File: src/rtl/fifo_arb_pkg.sv
// rtl/fifo_arb_pkg.sv - shared state encoding and sizing helper for the FIFO write arbiter
package fifo_arb_pkg;

   typedef enum logic {
      ST_IDLE  = 1'b0,
      ST_GRANT = 1'b1
   } arb_state_t;

   function automatic int clog2(input int n);
      int r;
      r = 0;
      while ((1 << r) < n) r++;
      return r;
   endfunction

endpackage

File: src/rtl/rr_pick.sv
// rtl/rr_pick.sv - round-robin pick: first requester after the last owner, wrapping
module rr_pick #(
   parameter int NUM_REQ = 4,
   parameter int IW      = 2
) (
   input  logic [NUM_REQ-1:0] req,
   input  logic [IW-1:0]      last,
   output logic               any,
   output logic [IW-1:0]      idx
);

   logic [NUM_REQ-1:0] upper;

   always_comb begin
      upper = '0;
      for (int i = 0; i < NUM_REQ; i++) begin
         upper[i] = req[i] && (i > int'(last));
      end
   end

   // Lowest set bit above last wins; otherwise wrap to the lowest set bit overall.
   always_comb begin
      any = |req;
      idx = '0;
      for (int i = NUM_REQ - 1; i >= 0; i--) begin
         if (req[i]) idx = IW'(i);
      end
      for (int i = NUM_REQ - 1; i >= 0; i--) begin
         if (upper[i]) idx = IW'(i);
      end
   end

endmodule

File: src/rtl/fifo_wr_arbiter.sv
// rtl/fifo_wr_arbiter.sv - round-robin burst arbiter for the FIFO write port with credit flow control
module fifo_wr_arbiter
   import fifo_arb_pkg::*;
#(
   parameter int NUM_REQ    = 4,
   parameter int DATA_WIDTH = 32,
   parameter int MEM_DEPTH  = 8,
   parameter int MAX_BURST  = 4,
   parameter int CNT_WIDTH  = clog2(MEM_DEPTH + 1)
) (
   input  logic                          clk,
   input  logic                          rstn,
   input  logic [NUM_REQ-1:0]            req_valid,
   input  logic [NUM_REQ*DATA_WIDTH-1:0] req_data,
   output logic [NUM_REQ-1:0]            req_ready,
   output logic                          fifo_wr,
   output logic [DATA_WIDTH-1:0]         fifo_din,
   input  logic                          fifo_rd,
   output logic [CNT_WIDTH-1:0]          level,
   output logic [clog2(NUM_REQ)-1:0]     grant_id,
   output logic                          busy
);

   localparam int IW = clog2(NUM_REQ);
   localparam int BW = clog2(MAX_BURST + 1);
   localparam logic [CNT_WIDTH-1:0] FULL      = CNT_WIDTH'(MEM_DEPTH);
   localparam logic [BW-1:0]        LAST_BEAT = BW'(MAX_BURST - 1);
   localparam logic [IW-1:0]        LAST_INIT = IW'(NUM_REQ - 1);

   arb_state_t    state, state_n;
   logic [BW-1:0] beat_cnt, beat_n;
   logic [IW-1:0] last_grant, last_n, owner_n;
   logic [IW-1:0] pick_idx;
   logic          pick_any;
   logic          owner_valid, credit, xfer;

   rr_pick #(
      .NUM_REQ (NUM_REQ),
      .IW      (IW)
   ) u_pick (
      .req  (req_valid),
      .last (last_grant),
      .any  (pick_any),
      .idx  (pick_idx)
   );

   // Credit comes from the registered level only, so a same-cycle pop never frees a slot early.
   assign owner_valid = req_valid[grant_id];
   assign credit      = (level < FULL);
   assign busy        = (state == ST_GRANT);
   assign xfer        = busy && owner_valid && credit;

   always_comb begin
      req_ready = '0;
      if (busy) req_ready[grant_id] = credit;
      fifo_wr  = xfer;
      fifo_din = xfer ? req_data[grant_id*DATA_WIDTH +: DATA_WIDTH] : '0;
   end

   always_comb begin
      state_n = state;
      owner_n = grant_id;
      beat_n  = beat_cnt;
      last_n  = last_grant;
      case (state)
         ST_IDLE: begin
            if (pick_any) begin
               state_n = ST_GRANT;
               owner_n = pick_idx;
               beat_n  = '0;
            end
         end
         ST_GRANT: begin
            if (!owner_valid) begin
               state_n = ST_IDLE;
               last_n  = grant_id;
            end else if (xfer) begin
               if (beat_cnt == LAST_BEAT) begin
                  state_n = ST_IDLE;
                  last_n  = grant_id;
               end else begin
                  beat_n = beat_cnt + 1'b1;
               end
            end
         end
      endcase
   end

   always_ff @(posedge clk or negedge rstn) begin
      if (!rstn) begin
         state      <= ST_IDLE;
         beat_cnt   <= '0;
         grant_id   <= '0;
         last_grant <= LAST_INIT;
         level      <= '0;
      end else begin
         state      <= state_n;
         beat_cnt   <= beat_n;
         grant_id   <= owner_n;
         last_grant <= last_n;
         // A pop on an empty FIFO is ignored; write plus valid pop leaves level unchanged.
         if (xfer && !(fifo_rd && level != '0)) begin
            level <= level + 1'b1;
         end else if (!xfer && fifo_rd && level != '0) begin
            level <= level - 1'b1;
         end
      end
   end

endmodule

File: config.mk
export PLATFORM = sky130hd
export DESIGN_NAME = fifo_wr_arbiter
export DESIGN_NICKNAME = d
export VERILOG_FILES = /design/src/rtl/fifo_arb_pkg.sv /design/src/rtl/rr_pick.sv /design/src/rtl/fifo_wr_arbiter.sv
export SDC_FILE = /design/constraint.sdc
export NUM_CORES = 1
export LEC_CHECK = 0
export CORE_MARGIN = 2
export CORE_UTILIZATION = 32
export DETAILED_ROUTE_END_ITERATION = 6
export PLACE_DENSITY = 0.94
export SETUP_SLACK_MARGIN = 0.1
export SLEW_MARGIN = 20
export SYNTH_ARGS = -nofsm -noshare
export SYNTH_HDL_FRONTEND = slang
export SYNTH_HIERARCHICAL = 1
export SYNTH_SLANG_ARGS = --single-unit
File: constraint.sdc
create_clock -name clk -period 5.95 [get_ports clk]
set_clock_uncertainty 0.15 [all_clocks]
set_input_delay 1.19 -clock clk [delete_from_list [all_inputs] [get_ports clk]]
set_output_delay 1.19 -clock clk [all_outputs]
set_load 0.05 [all_outputs]
==> flow_summary.toml <==
[finish]
drive_gt1_share_pct = 16.05
nNetsFinal = 465
seq_area_um2 = 304.0
final_common_cell = "clkdlybuf4s50_1"
multi_input_area_mm2 = 0.001389
diodes = 0
n_fill_cell = 425
layout_common_cells = "clkdlybuf4s50_1, and3_1, mux4_2"
areaGrowthSynthToFinish_pct = 106.6

[timing]
setup_slack_ns = 1.107
slew_viol_final = 0
period_needed_ns = 4.843
finalCritPeriodShare_pct = 81.39
setup_viol = 0
worstMarginPinSlew_ns = 0.7872
hold_violations = 0
slew_headroom_pct = 47.52
rsz0062_at_grt = "false"
fmax_ghz = 0.2065
fin_setup_tns_ns = 0

[global_route]
antenna_found_initial = 0
gr-total-overflow = 0
grt_pass1_wl_mm = 11.21
grt_usage_pct = 23.71
grt_pass1_vias = 2191
grt_max_degree = 40

[routing]
vias_per_cell = 5.250
antenna_left = 0
drt_wl_total_mm = 7.478
first_pass_iters = 4
drt_iter0_drc = 51
drc = 0
num_vias = 2079
wl_per_cell_um = 18.88

[critical_path]
rr_endpoint = "level[3]"
cp.required_ns = 4.61
path_class = "in -> out"
r2r-start = "grant_id[0]"
end_kind = "primary output"
arrival_ns = 3.50
r2r_slack_ns = 2.49
reg2regPathDepth = 9
start_kind = "primary input"
critPathMaxFanout = 36

[synth]
synth_top_area_share_pct = 41.98
synth_seq_area_share_pct = 17.10
synth_largest_area_cell = "mux4_2"
syn_inst = 154
synth_edf_count = 0
ys_async_sr_fraction_pct = 100.0
syn-num-nets = 294
yosysUniqueCellTypes = 31
synth_warnings = 6
syn_avg_cell_area_um2 = 11.50
syn-cell-area_mm2 = 0.001770
ys_ff_latch = 12
synth.area.top_cells = "mux4_2, dfrtp_1, and3_1, dfstp_2, ha_1"
synthFlopType = "dfrtp_1"

[clocking]
cts_buffers = 3
cts_sinks = 12
htreeDepth = 1
hold_buffers = 0
cts_tree = "yes"
cts-resized-gates = 0
clock_latency_ns = 0.24
post_cts_buffers = 0
clk_path_buf_depth = 2
clockRootBuffer = "clkbuf_8"
clkTransAtPathRegs_ns = 0.05

[worst_hold_path]
hold_end = "beat_cnt[0]"
worstHoldStart = "beat_cnt[0]"
min_path_type = "reg -> reg"
hold_depth = 1

[place]
routabilityCongestion = 0.8928
io_buffers = 178
place_hpwl_mm = 6.137
dp_slack_ns = 1.112

[floorplanning]
die_w_um = 78.38
num_io_pins = 179
fp.dieArea_mm2 = 0.006143
start_util_pct = 32.55
coreArea_mm2 = 0.005439
floorplan.rows = 27
die_h_um = 78.38

[power_and_ir_drop]
leakagePower_uw = 0.001462
power-per-cell-area_mw_per_mm2 = 439.8
vdd_ir_drop_max_mv = 0.4403

[status]
outcome = "finished, final reports clean"

[job]
cap_violations = 0
## layer usage
metal	track usage (%)	part of all wire (%)	wire length, µm	vias to the layer above
met5	0	0	0	-
met4	7.719	2.6	194	0
met3	6.782	8.8	659	20
met2	43.45	52	3852	123
met1	26.35	37	2772	984
li1	-	-	-	952
## Yosys cell counts (2+ instances only)
master    number
a21oi_1        4
and3_1        34
buf_1          2
buf_2          2
buf_4          2
clkbuf_1       9
dfrtp_1       10
dfstp_2        2
ha_1           4
inv_1          4
mux2_1         2
mux2_2         4
mux2i_1        4
mux4_2        33
nand2_1       10
nand2b_1       5
nor2_1         6
nor2b_1        2
nor3b_1        2
xor2_1         2
## stage by stage
| stage | hold slack [ns] | utilization, % | cells | total power, µW | cell area [µm²] |
|---|---|---|---|---|---|
| 6_report | 0.3369 | 67.24 | 396 | 1609 | 3657 |
| 5_1_grt | 0.3722 | 67.24 | 396 | 1701 | 3657 |
| 4_1_cts | 0.3393 | 67.24 | 396 | 1622 | 3657 |
| 3_5_place_dp | 0.3340 | 66.23 | 392 | 1530 | 3602 |
| 3_3_place_gp | 0.3251 | 66.23 | 392 | 1501 | 3602 |
| 2_1_floorplan | 0.3050 | - | 154 | 1123 | 1770 |
## kinds of logic (layout without fill, tap and decap cells)
group	Yosys count	in the layout	share of synthesized area (%)
AND/OR/NAND/NOR	61	61	19.36
adder cells (fa/ha/maj)	5	5	3.958
buffers and inverters	19	189	4.593
multiplexers	43	43	48.06
AO/OA/AOI/OAI	11	11	5.019
flip-flops	12	12	17.10
XOR/XNOR	3	3	1.909
## registers in the layout (all words and copies together) (netlist names)
| signal | cells |
|---|---|
| beat_cnt | 3 |
| last_grant | 2 |
| busy | 1 |
| grant_id | 2 |
| level | 4 |
## worst max path at each step
stage                 start           end  slack, ns  depth (start not counted)
2_1_floorplan          busy  req_ready[0]       2.34                          3
6_report       req_valid[0]  fifo_din[29]       1.11                          4
4_1_cts        req_valid[0]  fifo_din[29]       1.13                          4
5_1_grt        req_valid[0]       fifo_wr       1.02                          5
3_5_place_dp   req_valid[0]  fifo_din[29]       1.11                          4
3_3_place_gp   req_valid[1]  fifo_din[31]       1.15                          4
## worst max-delay path, stage by stage
cell             delay [ns]
clkdlybuf4s50_1        0.55
mux4_2                 0.66
and3_1                 0.26
clkdlybuf4s50_1        0.83
## area by class of cell
cell class | count | share of cell area (%)
inverter | 4 | 0.4105
multi-input combinational | 123 | 37.97
clock buffer | 4 | 1.505
sequential | 12 | 8.313
timing repair buffer | 181 | 49.33
tap | 72 | 2.463
## power by group
group	internal, µW	switching (µW)
sequential	126	96.5
clock	58.5	30.8
combinational	591	705
No activity file was read; power rests on OpenSTA's default activity.
